**config.mk**
```make
export PLATFORM = sky130hd
export DESIGN_NAME = adler32_msg_source
export DESIGN_NICKNAME = d
export VERILOG_FILES = /design/src/rtl/adler32_pkg.sv /design/src/rtl/msg_buffer.sv /design/src/rtl/adler32_msg_source.sv
export SDC_FILE = /design/constraint.sdc
export NUM_CORES = 1
export LEC_CHECK = 0
export CORE_MARGIN = 1
export CORE_UTILIZATION = 55
export DETAILED_ROUTE_END_ITERATION = 6
export PLACE_DENSITY_LB_ADDON = 0.08
export SLEW_MARGIN = 20
export SYNTH_ARGS = -nofsm -noshare
export SYNTH_HDL_FRONTEND = slang
export SYNTH_SLANG_ARGS = --single-unit
```
**constraint.sdc**
```tcl
create_clock -name clock -period 2.75 [get_ports clock]
set_input_delay 0.4125 -clock clock [delete_from_list [all_inputs] [get_ports clock]]
set_output_delay 0.4125 -clock clock [all_outputs]
set_load 0.02 [all_outputs]
```
**src/rtl/adler32_pkg.sv**
```systemverilog
// rtl/adler32_pkg.sv - shared types and constants for the adler32 message source
//
// Purpose: FSM state encoding, Adler-32 constants and default sizing
//          parameters used by adler32_msg_source and msg_buffer.
package adler32_pkg;

  typedef enum logic [2:0] {
    ST_IDLE,
    ST_SEND,
    ST_GAP,
    ST_WAIT,
    ST_DONE
  } state_t;

  localparam int          ADLER_MOD       = 65521;
  localparam logic [31:0] ADLER_EMPTY     = 32'h0000_0001;
  localparam int          DEFAULT_DEPTH   = 16;
  localparam int          DEFAULT_TIMEOUT = 64;

endpackage

```
**src/rtl/msg_buffer.sv**
```systemverilog
// rtl/msg_buffer.sv - DEPTH x 8 message store, synchronous write, combinational read
//
// Purpose: holds the message bytes streamed by adler32_msg_source.
// Ports:
//   clock   - rising-edge clock
//   wr_en   - write strobe (already qualified by the caller)
//   wr_addr - write address
//   wr_data - write byte
//   rd_addr - read address
//   rd_data - byte at rd_addr (combinational)
module msg_buffer
  import adler32_pkg::*;
#(
  parameter int DEPTH = DEFAULT_DEPTH,
  parameter int AW    = 4
) (
  input  logic          clock,
  input  logic          wr_en,
  input  logic [AW-1:0] wr_addr,
  input  logic [7:0]    wr_data,
  input  logic [AW-1:0] rd_addr,
  output logic [7:0]    rd_data
);

  // Contents are deliberately not reset; the message survives a reset pulse.
  logic [7:0] mem [DEPTH];

  always_ff @(posedge clock) begin
    if (wr_en) begin
      mem[wr_addr] <= wr_data;
    end
  end

  assign rd_data = mem[rd_addr];

endmodule

```
**src/rtl/adler32_msg_source.sv**
```systemverilog
// rtl/adler32_msg_source.sv - streams a stored message into adler32 and checks the result
//
// Purpose: on start, send msg_len buffered bytes with gap idle cycles between
//          them, then wait for the checksum and report pass/fail/timeout.
// Ports:
//   clock, rst_n              - clock and asynchronous active-low reset
//   wr_en, wr_addr, wr_data   - buffer write port (ignored while busy)
//   msg_len, gap, expected    - run parameters, sampled on an accepted start
//   start                     - begin a run (ignored while busy)
//   busy                      - run in progress (SEND, GAP, WAIT)
//   data_valid, data, last_data - byte stream to adler32
//   checksum_valid, checksum  - result from adler32
//   done                      - one-cycle pulse at end of run
//   pass, timeout             - result of the last run, held until next start
module adler32_msg_source
  import adler32_pkg::*;
#(
  parameter int DEPTH   = DEFAULT_DEPTH,
  parameter int AW      = 4,
  parameter int TIMEOUT = DEFAULT_TIMEOUT
) (
  input  logic          clock,
  input  logic          rst_n,
  input  logic          wr_en,
  input  logic [AW-1:0] wr_addr,
  input  logic [7:0]    wr_data,
  input  logic [AW:0]   msg_len,
  input  logic [3:0]    gap,
  input  logic [31:0]   expected,
  input  logic          start,
  output logic          busy,
  output logic          data_valid,
  output logic [7:0]    data,
  output logic          last_data,
  input  logic          checksum_valid,
  input  logic [31:0]   checksum,
  output logic          done,
  output logic          pass,
  output logic          timeout
);

  localparam int            TW    = $clog2(TIMEOUT + 1);
  localparam logic [TW-1:0] T_END = TW'(TIMEOUT);

  state_t        state;
  logic [AW:0]   len_q;
  logic [3:0]    gap_q;
  logic [3:0]    gap_cnt;
  logic [31:0]   exp_q;
  logic [AW-1:0] idx;
  logic [TW-1:0] wait_cnt;

  logic          idle_like;
  logic          accept;
  logic          wr_ok;
  logic [AW:0]   len_in;
  logic [AW-1:0] next_idx;
  logic [AW-1:0] rd_addr;
  logic [7:0]    mem_rd;
  logic [7:0]    byte_rd;
  logic          last_next;
  logic [TW-1:0] wait_inc;

  assign idle_like = (state == ST_IDLE) || (state == ST_DONE);
  assign accept    = start && idle_like;
  assign wr_ok     = wr_en && idle_like;
  assign len_in    = (msg_len > (AW+1)'(DEPTH)) ? (AW+1)'(DEPTH) : msg_len;
  assign next_idx  = idx + 1'b1;
  assign last_next = ({1'b0, next_idx} == (len_q - 1'b1));
  assign wait_inc  = wait_cnt + 1'b1;

  // The first byte is registered on the start edge, so the read address
  // points at 0 then and at the following byte otherwise.
  assign rd_addr = accept ? '0 : next_idx;

  // A write landing on the start edge must be what the run sends, so the
  // write data bypasses the array for that one read.
  assign byte_rd = (accept && wr_ok && (wr_addr == '0)) ? wr_data : mem_rd;

  msg_buffer #(
    .DEPTH(DEPTH),
    .AW   (AW)
  ) u_buf (
    .clock  (clock),
    .wr_en  (wr_ok),
    .wr_addr(wr_addr),
    .wr_data(wr_data),
    .rd_addr(rd_addr),
    .rd_data(mem_rd)
  );

  always_ff @(posedge clock or negedge rst_n) begin
    if (!rst_n) begin
      state      <= ST_IDLE;
      len_q      <= '0;
      gap_q      <= '0;
      gap_cnt    <= '0;
      exp_q      <= '0;
      idx        <= '0;
      wait_cnt   <= '0;
      busy       <= 1'b0;
      data_valid <= 1'b0;
      data       <= '0;
      last_data  <= 1'b0;
      done       <= 1'b0;
      pass       <= 1'b0;
      timeout    <= 1'b0;
    end else begin
      done       <= 1'b0;
      data_valid <= 1'b0;
      data       <= '0;
      last_data  <= 1'b0;

      case (state)
        ST_IDLE, ST_DONE: begin
          if (accept) begin
            len_q    <= len_in;
            gap_q    <= gap;
            exp_q    <= expected;
            pass     <= 1'b0;
            timeout  <= 1'b0;
            idx      <= '0;
            gap_cnt  <= '0;
            wait_cnt <= '0;
            if (len_in == '0) begin
              state <= ST_DONE;
              done  <= 1'b1;
              pass  <= (expected == ADLER_EMPTY);
            end else begin
              state      <= ST_SEND;
              busy       <= 1'b1;
              data_valid <= 1'b1;
              data       <= byte_rd;
              last_data  <= (len_in == (AW+1)'(1));
            end
          end
        end

        // In SEND the registered outputs carry the current byte; last_data
        // therefore tells whether this was the final one.
        ST_SEND: begin
          if (last_data) begin
            if (TIMEOUT == 1) begin
              state   <= ST_DONE;
              busy    <= 1'b0;
              done    <= 1'b1;
              timeout <= 1'b1;
              pass    <= 1'b0;
            end else begin
              state    <= ST_WAIT;
              wait_cnt <= TW'(1);  // the last_data cycle counts as the first
            end
          end else if (gap_q != '0) begin
            state   <= ST_GAP;
            gap_cnt <= gap_q;
          end else begin
            idx        <= next_idx;
            data_valid <= 1'b1;
            data       <= byte_rd;
            last_data  <= last_next;
          end
        end

        ST_GAP: begin
          gap_cnt <= gap_cnt - 1'b1;
          if (gap_cnt == 4'd1) begin
            state      <= ST_SEND;
            idx        <= next_idx;
            data_valid <= 1'b1;
            data       <= byte_rd;
            last_data  <= last_next;
          end
        end

        ST_WAIT: begin
          if (checksum_valid) begin
            state <= ST_DONE;
            busy  <= 1'b0;
            done  <= 1'b1;
            pass  <= (checksum == exp_q);
          end else if (wait_inc == T_END) begin
            state    <= ST_DONE;
            busy     <= 1'b0;
            done     <= 1'b1;
            timeout  <= 1'b1;
            pass     <= 1'b0;
            wait_cnt <= wait_inc;
          end else begin
            wait_cnt <= wait_inc;
          end
        end

        default: begin
          state <= ST_IDLE;
          busy  <= 1'b0;
        end
      endcase
    end
  end

endmodule

```
After elaboration in Yosys (flattened, before gate mapping)
Memories as Yosys holds them, arrays and structs flattened.
Index checks and enable logic that the tools add are counted.
W data, S select, Z words.
{"block": "word_totals", "ff_bits": 73, "mem_bits_rw": 128, "inputBits": 90, "wordCells": 125, "memories": 1}
{"block": "classes", "add_sub_neg": 4, "magnitude_cmp": 1, "n_eq_ne": 21, "mux": 61, "bitwise_logic": 1, "n_reduce_logical": 22}
{"memory": "u_buf.mem", "depth": 16, "word_bits": 8, "rd": 1, "rd_ports_with_merged_regs": 0, "wr": 1, "line": "msg_buffer.sv:26", "rtl": "logic [7:0] mem [DEPTH];"}
{"operator": "$mux W8", "count": 6}
{"operator": "$eq A32 B1 Y1 const B", "count": 1}
{"operator": "$eq A32 B32 Y1", "count": 1}
{"operator": "$mux W4", "count": 7}
{"operator": "$mux W1", "count": 26}
{"operator": "$pmux W4 S3", "count": 2}
{"operator": "$pmux W8 S3", "count": 1}
{"operator": "$mux W3", "count": 7}
{"operator": "$mux W7", "count": 3}
{"operator": "$pmux W7 S3", "count": 1}
{"operator": "$reduce_and A4 Y1", "count": 5}
{"operator": "$ne A2 B2 Y1 const B", "count": 9}
{"operator": "$pmux W3 S4", "count": 1}
{"operator": "$pmux W1 S3", "count": 3}
{"operator": "$add A7 B1 Y7 const B", "count": 1}
{"operator": "$eq A7 B7 Y1 const B", "count": 1}
{"operator": "$eq A3 B2 Y1 const B", "count": 2}
{"operator": "$ne A3 B3 Y1 const B", "count": 2}
{"operator": "$pmux W1 S2", "count": 3}
{"operator": "$reduce_bool A3 Y1", "count": 2}
{"operator": "$eq A4 B5 Y1", "count": 1}
{"operator": "$eq A5 B1 Y1 const B", "count": 1}
{"operator": "$gt A5 B5 Y1 const B", "count": 1}
{"operator": "$logic_not A5 Y1", "count": 1}
{"operator": "other kinds (18)", "count": 22}

Depth between registers and ports, before layout
Gate-level depths: netlist (run 1).
{"block": "depth", "word_depth": 9, "ltp_mapped": 9, "depth_no_buf": 7}

Hierarchy
From an unflattened synthesis (run 1), not the netlist that was laid out.
{"block": "hier_totals", "hier_cells": 660, "area_unflattened_um2": 8854.7}
{"mod": "msg_buffer", "n_inst": 1, "cells_each": 221, "area_per_inst_um2": 4987.3, "seq_area_each_um2": 3843.7}
{"mod": "adler32_msg_source", "n_inst": 1, "cells_each": 439, "area_per_inst_um2": 3867.5, "seq_area_each_um2": 1826.8}

Least setup slack after synthesis (run 1)
OpenSTA, ideal clock, no wires.
{"block": "synth_path", "path_kind": "reg-to-reg", "from": "register idx[0]", "to": "register data[2]", "setup_ns": 0.122, "arrival_time_ns": 2.016, "required_ns": 2.628, "path_slack_ns": 0.613, "path_stages_with_launch": 9, "path_buffers": 3, "cell_sequence": "dfrtp_1 > ha_1 > clkbuf_1 > clkbuf_1 > clkbuf_1 > a21oi_1 > o221ai_1 > nand3_1 > o2111a_1"}
{"block": "synth_via", "elab_chain_cells": 7, "word_cells_on_any_way": 10, "cone_classes": "1 x add/sub; 8 x mux; 1 x memory"}
{"element": "from (decl)", "line": "adler32_msg_source.sv:50", "rtl": "logic [AW-1:0] idx;"}
{"element": "from (signal assigned)", "line": "adler32_msg_source.sv:157", "rtl": "idx <= next_idx;"}
{"element": "from (signal assigned)", "line": "adler32_msg_source.sv:168", "rtl": "idx <= next_idx;"}
{"element": "$add A4 B1 Y4 (*)", "line": "adler32_msg_source.sv:68", "rtl": "assign next_idx = idx + 1'b1;"}
{"element": "$mux W4 (*)", "line": "adler32_msg_source.sv:74", "rtl": "assign rd_addr = accept ? '0 : next_idx;"}
{"element": "$mem_v2 Z16 W8 (*)"}
{"element": "$mux W8 (*)", "line": "adler32_msg_source.sv:78", "rtl": "assign byte_rd = (accept && wr_ok && (wr_addr == '0)) ? wr_data : mem_rd;"}
{"element": "$mux W8, on equally long branches", "line": "adler32_msg_source.sv:153, adler32_msg_source.sv:125"}
{"element": "$mux W8, on equally long branches", "line": "adler32_msg_source.sv:142, adler32_msg_source.sv:116"}
{"element": "$pmux W8 S3 (*)", "line": "adler32_msg_source.sv:114", "rtl": "case (state)"}
{"element": "to (signal assigned)", "line": "adler32_msg_source.sv:133", "rtl": "data <= byte_rd;"}
{"element": "to (signal assigned)", "line": "adler32_msg_source.sv:159", "rtl": "data <= byte_rd;"}
{"element": "to (signal assigned)", "line": "adler32_msg_source.sv:170", "rtl": "data <= byte_rd;"}
{"element": "to (decl)", "line": "adler32_msg_source.sv:33", "rtl": "output logic [7:0] data,"}
Every way passes the cells marked *; elsewhere a longest branch is shown, timed or not.
A chain may end at the register's enable or synchronous reset.

Final worst setup path (run 1)
{"block": "layout_path", "from": "register state[1]", "to": "register data[5]"}
{"block": "layout_via", "elab_chain_cells": 9, "word_cells_on_any_way": 19, "cone_classes": "3 x eq/ne; 8 x mux; 7 x reduce/logical; 1 x memory"}
{"element": "from (decl)", "line": "adler32_msg_source.sv:45", "rtl": "state_t state;"}
{"element": "from (signal assigned)", "line": "adler32_msg_source.sv:94", "rtl": "state <= ST_IDLE;"}
{"element": "from (signal assigned)", "line": "adler32_msg_source.sv:126", "rtl": "state <= ST_DONE;"}
{"element": "from (signal assigned)", "line": "adler32_msg_source.sv:130", "rtl": "state <= ST_SEND;"}
{"element": "$eq A3 B3 Y1 or $logic_not A3 Y1 (tied branches)", "line": "adler32_msg_source.sv:64, adler32_msg_source.sv:114"}
{"element": "$logic_or A1 B1 Y1", "line": "adler32_msg_source.sv:64", "rtl": "assign idle_like = (state == ST_IDLE) || (state == ST_DONE);"}
{"element": "$logic_and A1 B1 Y1, on equally long branches", "line": "adler32_msg_source.sv:65, adler32_msg_source.sv:66"}
{"element": "$mux W4 or $logic_and A1 B1 Y1 (tied branches)", "line": "adler32_msg_source.sv:74, adler32_msg_source.sv:78"}
{"element": "$mem_v2 Z16 W8 or $logic_and A1 B1 Y1 (tied branches)"}
{"element": "$mux W8", "line": "adler32_msg_source.sv:78"}
{"element": "$mux W8, on equally long branches", "line": "adler32_msg_source.sv:153, adler32_msg_source.sv:125"}
{"element": "$mux W8, on equally long branches", "line": "adler32_msg_source.sv:142, adler32_msg_source.sv:116"}
{"element": "$pmux W8 S3 (*)", "line": "adler32_msg_source.sv:114"}
Marks and branches as above.

==> results by stage, run 1 <==
CTS:
- The count of instances resized after the clock tree is built is 0.
- The post-CTS setup buffer count is 0.
- TritonCTS built the clock tree.
- Clock-pin slew was measured on the worst setup and hold paths at 0.06 ns.
- The buffer levels on the longest clock path is 3.
- The H-tree level count is 1.
- The clock reaches the later pin of the worst-skew pair after around 0.51 ns.
- CTS placed an instance of clkbuf_16 at the clock tree root.
- The number of buffers added by the clock tree synthesis step is 22.
- In this run, post-CTS hold repair placed 0 buffers.
- CTS saw 201 sinks.

Timing:
- For the finished layout, the period the worst path requires is between 2 and 3 ns.
- The transition time at the pin with the least slew margin is ~0.95 ns.
- The final hold slack is 0.0436 ns.
- Of the available clock period, the critical path in the final layout requires between 90% and 100%.
- Setup violations remaining at the end of the flow were counted as 0.
- Setup repair after global routing left no endpoint under its margin.
- The maximum clock frequency is 397 MHz.
- Measured against its own limit, the worst slew margin works out to between 30 and 40%.
- The hold violation count in the final report was 0.
- The maximum clock skew at final layout is 0.0123 ns.
- The setup TNS is 0 ns.
- The total count of max-transition violations in the final report is 0.

Logic synthesis:
- Of all flip-flops after synthesis, the portion carrying an async set or reset was 36.3%.
- By count the netlist is led by nand2_1, edfxtp_1, dfrtp_1, nor2_1, xnor2_1.
- The number of flops mapped to enable cells by yosys is 128.
- Counting every instance in the synthesized netlist gives about 800.
- Of all cell types, the one taking the most synthesized area is edfxtp_1.
- The part of the Yosys area used for sequential elements is about three fifths.
- The share of synthesized area in the top cell type comes to approximately two fifths.
- For this run, the number of Yosys warnings is 0.
- Sorting the synthesized cells by area gives the leading types as edfxtp_1, dfrtp_1, nand2_1, xnor2_1, nor2_1.
- In this run, synthesis produced a sequential element count of between 200 and 250.
- The count of cell types in the netlist is between 60 and 70.
- Averaged over all synthesized cells, the footprint is about 11 µm².
- The number of nets in the synthesized netlist is 909.
- The primary flip-flop cell chosen by synthesis mapping is edfxtp_1.
- The area of the mapped netlist is ~9300 µm².
- The leading cell type by number of instances after synthesis is nand2_1.

Critical path:
- The number of cells traversed by the worst register-to-register path is 6.
- The critical setup path kind is reg2reg.
- The worst flop-to-flop path startpoint is state[1].
- The required time of the critical path is approximately 3.1 ns.
- The worst path arrival time is roughly 2.9 ns.
- The critical path starts at state[1].
- The type of destination of the critical path is a register.
- The reg2reg setup slack is between 0.2 and 0.25 ns.
- The critical-path maximum fanout is 12.
- The end point of the critical path is data[5].
- The worst setup path is launched from a register.
- The endpoint identified for the worst register-to-register timing path is data[5].

Placed design:
- The placer's final routability congestion estimate is about 0.9.
- Buffers placed on the I/O ports in this run total between 100 and 150.
- Counting tap cells, the placed design contains a total of 1130 instances.
- Detailed placement finished with a half-perimeter wire length of 16.3 mm.

Min path:
- The type of the most critical hold path is in2async.

Floorplanning:
- The number of top-level pins is about 100.
- The floorplan has 47 rows.
- The overall die area is between 15000 and 20000 µm².
- The floorplan step set the die height to 132 µm.
- The die is around 130 µm wide.
- The effective utilization at floorplan is a little under three fifths.
- The placeable core area is between 15000 and 20000 µm².

Route:
- The met1 wire length is roughly 10 mm.
- The number of antenna-violating nets in the routed design is 0.
- In the routed design, unresolved DRC markers number 0.
- Dividing the detail-routed wire length by the instance count gives 20.7 µm.
- The routed length on met2 is around 11 mm.
- The total vias in the final route is 7076.
- The met3 wire length is roughly 1.6 mm.
- The detailed router's first-iteration violation count is ~700.
- Dividing the detail-routed via count by the number of cells gives approximately 6.1.
- The sum of routed wire length over all layers is approximately 24 mm.
- The iteration count of the initial detailed-routing pass is 5.
- The uppermost layer routed is met4.

Global route:
- Entering global routing, the biggest net connects 74 pins.
- Global routing used between 20% and 30% of the available tracks.
- The first-pass GRT wire length is approximately 39 mm.
- The residual overflow from global routing is 0.
- The number of antenna violations at the first check in global routing is 0.
- The via count of the first global-routing pass is about 7100.

Run:
- The count of max-cap constraint violations is 0.

Layout:
- The fraction of final layout cells sized beyond drive strength 1 is approximately a tenth.
- Counting the fill cells in the layout gives 1176.
- 0 antenna diodes ended up in the layout.
- The finished layout holds about 1200 standard cells, fillers aside.
- At the end of the flow, the number of nets in the layout was between 1000 and 1500.
- The area growth from synthesis to layout is 24.2%.

Outcome:
- The run finished with clean final reports.

Power and ir drop:
- The total chip power is 11.2 mW.
- For this design the static power due to leakage is between 4 and 5 nW.
- IR analysis of the VDD net gives a maximum drop of ~600 µV.
- The cell area power density is approximately 970 nW/µm².
placed cells by master (no fill, tap or decap), drive strengths merged, types with 13 or more instances in the layout:
cell type      instances
nor2b                 13
edfxtp               128
xnor2                 32
nand3                 24
nand2                148
dfrtp                 73
clkbuf                23
nand4                 14
clkdlybuf4s50        102
buf                   39
nor2                  49
inv                   18
nor3                  14
a21oi                 31
a31oi                 17
o21ai                 29
layout make-up:
class | instances | area (µm²) | area share [%]
Clock buffer | 23 | 576 | 4.98
Clock inverter | 16 | 244 | 2.11
Inverter | 18 | 67.6 | 0.585
Multi-Input combinational cell | 550 | 3370 | 29.2
Sequential cell | 201 | 5670 | 49.1
Tap cell | 220 | 275 | 2.38
Timing Repair Buffer | 141 | 1340 | 11.6
cell families (layout without fill, tap and decap cells):
family          Yosys count  in the layout  share of synthesized area, %
compound gates          168            168                          13.1
xor+xnor                 43             43                          4.20
fa+ha+maj                 5              5                         0.673
buf+inv                  63            198                          2.85
flops                   201            201                          61.0
mux                      18             18                          2.02
simple gates            316            316                          16.2
per-layer routing:
metal	GRT usage, %	up-vias
li1	-	3251
met1	39.4	3454
met2	46.0	310
met3	4.11	61
met4	10.5	0
met5	0	-
through the flow:
step	area (µm²)	setup slack [ns]	utilization, %
2_1_floorplan	9300	0.613	-
3_3_place_gp	10700	0.110	64.9
3_5_place_dp	10700	0.0793	64.9
4_1_cts	11500	0.257	69.9
5_1_grt	11500	0.0813	69.9
6_report	11500	0.230	69.9
critical path, stage by stage, from the launching register on:
cell	delay (ns)
dfrtp_1	0.52
buf_4	0.24
nor3b_4	0.54
nor2_1	0.36
a211oi_1	0.42
o221ai_1	0.16
o2111a_1	0.17
where the power goes:
group          internal (mW)  total [mW]  switching, mW
Combinational           1.56        3.83           2.27
Sequential              3.66        4.04          0.379
Clock                   2.09        3.31           1.23
Total                   7.31        11.2           3.88
registers in the layout, indices dropped and copies added (netlist names):
register    cells
data            8
last_data       1
gap_q           4
state           3
idx             4
pass            1
done            1
wait_cnt        7
exp_q          32
timeout         1
u_buf.mem     128
busy            1
gap_cnt         4
data_valid      1
len_q           5
worst min path at each step:
stage / startpoint / end / slack [ns] / cells past startpoint
after floorplan: rst_n / busy / 0.12 / 0
after global placement: exp_q[18] / exp_q[18] / 0.48 / 2
after global routing: rst_n / wait_cnt[3] / 0.12 / 1
after CTS: rst_n / last_data / 0.08 / 1
final: rst_n / wait_cnt[0] / 0.04 / 1
after detailed placement: exp_q[4] / exp_q[4] / 0.48 / 2
Power figures use the tool's default switching activity.
==> run 2, diff against run 1 <==
REMOVE_ABC_BUFFERS = 1   (was unset)
TNS_END_PERCENT = 100   (was unset)
clock period = 2.77 ns   (was 2.75 ns; I/O delays follow)
==> run 2 against run 1 <==
Net effect:
- non-clock buffer count up 6
- setup slack improved by 0.096 ns
- global-route usage down 1.1 points
- core utilization shrank 0.46 points
- critical path type unchanged
- largest power group unchanged
==> results by stage, run 2 (same netlist as run 1, synthesis figures left out) <==
Floorplanning:
- After floorplanning, the core was sized to cover 16500 µm².
- approximately 100 I/O pins were placed.
- The die covers ~17000 µm².
- The number of cell rows is between 40 and 50.
- The height of the die is 132 µm.
- The horizontal die dimension is about 130 µm.
- Once the floorplan was initialized, standard cells occupied 56.3% of the core.

Global route:
- The first global-routing pass estimated between 30 and 40 mm of wire.
- The number of antenna violations at the first check in global routing was 0.
- Across every metal layer, demand over resource in global routing totals a little over a quarter.
- Entering global routing, the biggest net connects 45 pins.
- The via count of the first global-routing pass is 6931.
- For this run the aggregate overflow at the end of global routing stands at 0.

Route:
- The final layout contains routed wiring with a total length of 23.6 mm.
- Dividing the detail-routed via count by the number of cells gives around 6.0.
- For this run, the detailed router's first-pass iteration total came to 5.
- The routed layout has ~7000 vias.
- The average wire per standard cell is ~20 µm.
- In the routed design, unresolved DRC markers number 0.
- The detailed router's first-iteration violation count is 740.
- In this run the remaining antenna-violating nets after routing total 0.

Critical path:
- Along the worst path, the maximum fanout reaches 17.
- The worst path arrival time is roughly 2.8 ns.
- On the worst path, the slowest cell contributes a delay of around 0.76 ns.
- In this run the worst setup path begins at state[0].
- The element type at the critical path start is a register.
- The startpoint identified for the worst register-to-register timing path is state[0].
- The type of destination of the critical path is a register.
- The worst setup path is of the reg2reg kind.
- The number of buffers and inverters on the critical path is 0.
- On the critical path, the stage with the largest delay is an instance of dfrtp_1.
- The kind of cell with the highest combined delay along the critical path is compound AO/OA/AOI/OAI gates.
- The signal on the critical path passes through nor3b_2 > nand3b_1 > o211ai_4 > o41ai_1 > a2111oi_2.
- The required time of the critical path is around 3.2 ns.

Layout:
- The fill cell instance count of the final layout is about 1200.
- The largest registers in the layout are u_buf.mem: 128 flops, exp_q: 32 flops, data: 8 flops.
- The register with the most flip-flops in the layout has 128 of them.
- In the final design database the tool counted 1035 nets.
- In the layout the commonest cells are nand2_1, edfxtp_1, clkdlybuf4s50_1.
- The commonest non-fill, non-tap cell in the layout is nand2_1.
- The final standard cell utilization of the core is 69.4%.
- Summing all multi-input logic gate instances after layout gives approximately 3400 µm².
- The top register by number of flip-flops is u_buf.mem.
- Summing all flip-flop and latch instances after layout gives 5670 µm².
- The post-route netlist has 10.6% of its cells at a drive strength greater than 1.
- 0 antenna diodes ended up in the layout.
- Compared with the post-synthesis result, the final layout area differs by 23.4%.
- The number of standard cells in the final layout excluding fillers is between 1000 and 1500.

Placed design:
- The count of placed standard cells including taps is 1135.
- Routability-driven placement finished with a final weighted congestion of ~0.92.
- The worst setup slack after placement is about 0.15 ns.
- After legalization and detailed placement, the total HPWL measured around 17 mm.
- Buffers placed on the I/O ports in this run total 103.

Timing:
- The maximum clock skew at final layout is about 0.0095 ns.
- Based on the critical path, the design can be clocked at up to between 400 and 500 MHz.
- The setup violation total in the final timing report is 0.
- Subtracting the final worst setup slack from the clock period gives roughly 2.4 ns.
- In the finished design, the share of the clock period the worst path needs comes to between 80% and 90%.
- Setup slack closes at roughly 0.33 ns.
- The worst relative slew slack is 44.0%.
- Setup repair after global routing left no endpoint under its margin.
- The final hold slack is between 0.3 and 0.4 ns.
- The hold violation count in the final report is 0.
- The total count of max-transition violations in the final report is 0.
- For the pin with the worst max-slew slack, the measured transition is between 0.8 and 0.9 ns.

Min path:
- The type of the most critical hold path is in2async.

CTS:
- In this run the number of H-tree levels came out at 1.
- The TritonCTS sink count is around 200.
- In this run the clock root is driven by a clkbuf_16.
- After clock tree synthesis, the clock-pin slew on the worst setup and hold paths is ~0.060 ns.
- The clock latency reported for the late side of the worst-skew pair is approximately 0.5 ns.
- In this run, CTS created clock tree buffers numbering 22.
- The buffer levels on the longest clock path is 3.
- TritonCTS built the clock tree.

Outcome:
- The flow ran to the end, and the final reports show no timing, DRC or antenna violations.

Run:
- The count of max-cap constraint violations is 0.

Power and ir drop:
- The cell area power density is just over 900 nW/µm².
- IR analysis of the VDD net gives a maximum drop of slightly below 600 µV.
- For this design the static power due to leakage is 4.35 nW.
- The total chip power is 10.6 mW.
[run 2: report_power, final]
part,switching [mW],internal (mW)
sequential,0.419,3.64
clock,1.16,1.66
combinational,2.14,1.55
total,3.71,6.85
[run 2: final cells by class]
| type | count | area share (%) |
|---|---|---|
| Clock buffer | 26 | 5.29 |
| Clock inverter | 13 | 0.884 |
| Inverter | 18 | 0.589 |
| Multi-Input combinational cell | 550 | 29.4 |
| Sequential cell | 201 | 49.4 |
| Tap cell | 220 | 2.40 |
| Timing Repair Buffer | 147 | 12.0 |
[run 2: path summary, 6_finish.rpt]
check                      cells past startpoint  slack (ns)     endpoint
min in group clock                             3        0.44     gap_q[3]
setup / recovery                               5        0.33      data[7]
max in group asynchronous                      3        1.69    exp_q[19]
hold reg to reg                                2        0.50     exp_q[1]
setup reg to reg                               5        0.33      data[7]
hold / removal                                 2        0.40  wait_cnt[5]
[run 2: worst register-to-register path, stage by stage (launching register included)]
cell and delay [ns]:
dfrtp_1 0.76, nor3b_2 0.48, nand3b_1 0.27, o211ai_4 0.27
o41ai_1 0.18, a2111oi_2 0.36
[run 2: metrics by stage]
stage          TNS (ns)  instance area [µm²]
2_1_floorplan    -13.53                 9100
3_3_place_gp          0                10800
3_5_place_dp          0                10800
4_1_cts               0                11500
5_1_grt               0                11500
6_report              0                11500
[run 2: per-layer routing]
| metal | vias up | global-route usage (%) | routed length (µm) | share of wire (%) |
|---|---|---|---|---|
| li1 | 3273 | - | - | - |
| met1 | 3370 | 37.5 | 10000 | 42 |
| met2 | 334 | 44.6 | 11100 | 47 |
| met3 | 66 | 4.54 | 1740 | 7.4 |
| met4 | 0 | 9.37 | 704 | 3.0 |
| met5 | - | 0 | 0 | 0 |
[run 2: what timing repair did]
action | in CTS | in global routing
setup buffers | 0 | 0
hold buffers | 1 | 0
endpoints found under the hold margin | 32 | 0
gates resized for setup | 0 | 0
==> RTL change 1: new RTL, flow settings as in run 2 <==
`DEFAULT_TIMEOUT`: 64 -> 32.
--- a/src/rtl/adler32_pkg.sv
+++ b/src/rtl/adler32_pkg.sv
@@ -15,7 +15,7 @@
   localparam int          ADLER_MOD       = 65521;
   localparam logic [31:0] ADLER_EMPTY     = 32'h0000_0001;
   localparam int          DEFAULT_DEPTH   = 16;
-  localparam int          DEFAULT_TIMEOUT = 64;
+  localparam int          DEFAULT_TIMEOUT = 32;
 
 endpackage
 
Check against the original RTL: same outputs for any inputs over 4 cycles, from zero or initial values and one cycle with rst_n low; that may be too few to reach the edited logic, so the function may still have changed.
==> RTL change 1 against run 2 <==
Synthesized cell count shrank 7.5%; first-iteration DRC count is 25% lower; count of clock-buffer cells in the layout is 9 lower; routed wire length is 6.6% lower; die area shrank 3.4%; final area is 3.9% lower; clock power decreased by 14%; combinational power is 2% lower; sequential cell count down 1; setup slack improved by 57 ps; synthesized area fell by 3.5%; global-route usage grew 0.52 points; power is 5.0% lower; critical path depth increased by 2.
==> RTL change 1: results <==
[run_status]
status = complete, no violations

[global_route]
grt_max_degree = 73
grt_pass1_wl_um = 34500
grtUsageTotal = 0.279
grt_pass1_vias = 6458

[synthesis]
synth_compound_area_frac = 0.132
async_flop_share = 0.360
muxShareOfSynthArea = 0.0218
synthAdderAreaFrac = 0.00697
netlist-cell-type-count = 59
synth-seq-area-share = 0.629
synth_common_cells = 136 x nand2_1, 128 x edfxtp_1, 72 x dfrtp_1
synth.area.top_cells = edfxtp_1 43%, dfrtp_1 20%, nand2_1 5.7%, xor2_1 3.4%, o21ai_0 2.0%
synth_xor_area_frac = 0.0400

[setup_path]
rr_worst_depth = 7
regToRegStartpoint = idx[0]
arrival_ps = 2740
ff2ff_setup_slack_ps = 380
cp_max_fo = 20
crit_path_top_delay_cell = a2111oi_0
worst_r2r_endpoint = data[1]

[clock_network]
cts_made_buffers = 17
clock_latency_ps = 440
cts.htree.levels = 4
path_clk_slew_ps = 80
clockBufferDepth = 2

[detailed_routing]
viasPerCell = 5.79
wl_per_cell_um = 19.9
drt_iter0_markers = 553

[finish]
fill_cells = 1171
drive_gt1_frac = 0.0976

[place]
gp_congestion = 0.869
post-dp-hpwl_um = 15400

[timing]
clock_skew_ps = 9.04
max_slew_margin = 0.487

[power_and_ir_drop]
peakVddDrop_mv = 0.540

[min_path]
hold_path.class = reg2reg
-- RTL change 1: cell types whose count changed after synthesis, moves of 11 or more --
cell and change:
nor2_1 -20, xor2_1 +25, nor4_1 +11, o21a_1 +16, xnor2_1 -26, a211o_1 +11
o21ai_1 -15, o21ai_0 +21, nand2_1 -12, a31oi_1 -13, nand3_1 -13
-- RTL change 1: kinds of logic (layout without fill, tap and decap cells) --
| logic type | after synthesis | in the layout |
|---|---|---|
| AOI/OAI and AO/OA | 165 | 165 |
| xor gates and xnor gates | 41 | 41 |
| adders and majority gates | 5 | 5 |
| buffers and inverters | 49 | 187 |
| DFF | 200 | 200 |
| muxes | 18 | 18 |
| and+or+nand+nor | 275 | 275 |
-- RTL change 1: layout make-up --
class | count | area [um2] | area share
Timing Repair Buffer | 145 | 1360 | 0.123
Multi-Input combinational cell | 504 | 3120 | 0.283
Clock inverter | 15 | 163 | 0.0148
Tap cell | 216 | 270 | 0.0245
Inverter | 10 | 37.5 | 0.00341
Sequential cell | 200 | 5650 | 0.512
Clock buffer | 17 | 425 | 0.0386
-- RTL change 1: worst min-delay path, cell delays in order (launching register included) --
cell     delay [ps]
dfrtp_1         360
nand2_1          60
nand2_1          60
-- RTL change 1: per-stage QoR --
| stage | instances | hold slack [ps] | util | instance area, um2 |
|---|---|---|---|---|
| 2_1_floorplan | 714 | 120 | - | 8800 |
| 3_3_place_gp | 1074 | 464 | 0.656 | 10400 |
| 3_5_place_dp | 1074 | 472 | 0.656 | 10400 |
| 4_1_cts | 1107 | 485 | 0.694 | 11000 |
| 5_1_grt | 1107 | 501 | 0.694 | 11000 |
| 6_report | 1107 | 503 | 0.694 | 11000 |
-- RTL change 1: how the worst max path moves through the flow --
stage	end	slack, ps	startpoint	cells past startpoint
detailed placement	data[2]	250	start	7
global placement	data[1]	310	start	7
floorplan	data[0]	-1180	state[1]	5
global route	data[1]	110	idx[0]	7
CTS	data[1]	340	idx[0]	7
finish	data[1]	380	idx[0]	7
-- RTL change 1: what timing repair did --
| item | in CTS | in global routing |
|---|---|---|
| hold buffers | 1 | 0 |
| setup buffers | 0 | 0 |
| hold endpoints to repair | 3 | 0 |
-- RTL change 1: layer usage --
| layer | global-route usage | up-vias | part of all wire |
|---|---|---|---|
| met5 | 0 | - | 0 |
| met2 | 0.468 | 211 | 0.50 |
| met1 | 0.362 | 3128 | 0.44 |
| li1 | - | 3033 | - |
| met3 | 0.0558 | 34 | 0.049 |
| met4 | 0.0992 | 0 | 0.019 |
-- RTL change 1: power breakdown --
part	leakage [uW]	total, uW	internal [uW]	switching [uW]
combinational	0.00189	3630	1540	2090
clock	0.000283	2430	1210	1220
sequential	0.00208	3980	3630	354
total	0.00425	10000	6370	3660
==> RTL change 2: new RTL, flow settings as in run 2 <==
Made on the original files. Make the reset (`rst_n`) synchronous in one clocked block. Comments in the files are not updated.
--- a/src/rtl/adler32_msg_source.sv
+++ b/src/rtl/adler32_msg_source.sv
@@ -89,7 +89,7 @@
     .rd_data(mem_rd)
   );
 
-  always_ff @(posedge clock or negedge rst_n) begin
+  always_ff @(posedge clock) begin
     if (!rst_n) begin
       state      <= ST_IDLE;
       len_q      <= '0;
Function: differs if rst_n is asserted again (counterexample within 4 cycles, from zero or initial values and one cycle with rst_n low); with rst_n held inactive, the same outputs for 4 cycles.
==> RTL change 2 against run 2 <==
Setup slack better by 20 ps; combinational power decreased by 29%; power is 17% lower; final area is 3.7% lower; routed wire length fell by 7.0%; sequential share of layout area is 1.4 points lower; sequential cell count stayed put; synthesized area is 4.2% lower.
==> RTL change 2: results <==
[run_status]
status = complete, no violations

[setup_path]
crit_path_top_delay_cell = or4b_1
regToRegStartpoint = state[1]
ff2ff_setup_slack_ps = 350
rr_worst_depth = 5
path_delay_family = simple AND/OR/NAND/NOR gates
cp_max_fo = 9
slowest_delay_ps = 590
worst_r2r_endpoint = data[3]

[global_route]
grt_max_degree = 62
grt_pass1_vias = 6532
grtUsageTotal = 0.271
grt_pass1_wl_um = 34500

[timing]
tightest_slew_ps = 620
clock_skew_ps = 16.2
fin_hold_ws_ps = 467

[synthesis]
synth.area.top_cells = edfxtp_1 43%, dfxtp_1 16%, nand2_1 4.4%, a21oi_1 3.8%, mux4_2 3.8%
synth_common_cells = 128 x edfxtp_1, 105 x nand2_1, 73 x dfxtp_1
synth-seq-area-share = 0.595
synth-edff-count = 128
async_flop_share = 0
synth_top_area_cell = edfxtp_1
avgSynthCellArea_um2 = 11.6
netlist-cell-type-count = 73

[power_and_ir_drop]
peakVddDrop_mv = 0.630
leakage_uw = 0.00382

[min_path]
whs_path_depth = 2
min_from = exp_q[22]
hold_path.class = reg2reg

[detailed_routing]
drt_iter0_markers = 686
viasPerCell = 5.87
wl_per_cell_um = 19.5
first_pass_iters = 5
vias = 6602

[place]
gp_congestion = 0.868
postPlaceCellArea_mm2 = 0.0104
post-place-ws_ps = 25.2
post-dp-hpwl_um = 14900
portBuffers = 103
place_inst = 1088

[clock_network]
clockRootBuffer = clkbuf_16
cts_made_buffers = 21
path_clk_slew_ps = 70
cts.htree.levels = 1
clock_latency_ps = 490
cts_resized = 0
clockBufferDepth = 3
post_cts_buffers = 0

[finish]
nets = 990
fill_cells = 1130
reg_top3 = u_buf.mem (128), exp_q (32), data (8)
drive_gt1_frac = 0.123
[RTL change 2: cell count changes after synthesis, sizes merged, moves of 19 or more]
cell / change
dfrtp: -73
dfxtp: +73
nand2: -43
a21oi: +37
xnor2: -22
xor2: +19
[RTL change 2: cells by family (layout without fill, tap and decap cells)]
kind of cell	count (synthesis)	after routing	synth area share
muxes	34	34	0.0594
and+or+nand+nor	271	271	0.148
adders and majority gates	5	5	0.00702
xor gates and xnor gates	39	39	0.0383
AOI/OAI and AO/OA	159	159	0.125
DFF	201	201	0.595
buffers and inverters	59	200	0.0277
[RTL change 2: worst max path at each step]
| stage | to | cells past startpoint | slack [ps] | from |
|---|---|---|---|---|
| after global routing | data[0] | 5 | 210 | state[1] |
| after global placement | data[5] | 6 | 110 | wr_en |
| after detailed placement | data[6] | 6 | 30 | wr_en |
| after floorplan | data[4] | 5 | -1050 | state[1] |
| final | data[3] | 5 | 350 | state[1] |
| after CTS | data[3] | 5 | 350 | state[1] |
[RTL change 2: cell type report]
class                   instances  area (um2)  area share
clock buffers                  33         607      0.0550
clock inverters                 4        18.8     0.00170
inverters                      14        52.6     0.00476
multi-input cells             508        3380       0.306
flip-flops and latches        201        5310       0.480
well taps                     216         270      0.0245
repair buffers                149        1410       0.128
[RTL change 2: power breakdown]
group	leakage (uW)	switching [uW]	total (uW)	internal, uW
logic	0.00176	1470	2610	1140
registers	0.00175	194	3630	3430
clock network	0.000305	1070	2570	1500
total	0.00382	2740	8810	6070
[RTL change 2: per-layer routing]
metal  track usage  share of wire  routed length (um)  vias to the layer above
met2         0.458           0.48               10600                      212
met1         0.356           0.43                9370                     3232
met4         0.102          0.027                 586                        0
met5             0              0                   0                        -
li1              -              -                   -                     3119
met3        0.0388          0.065                1440                       39
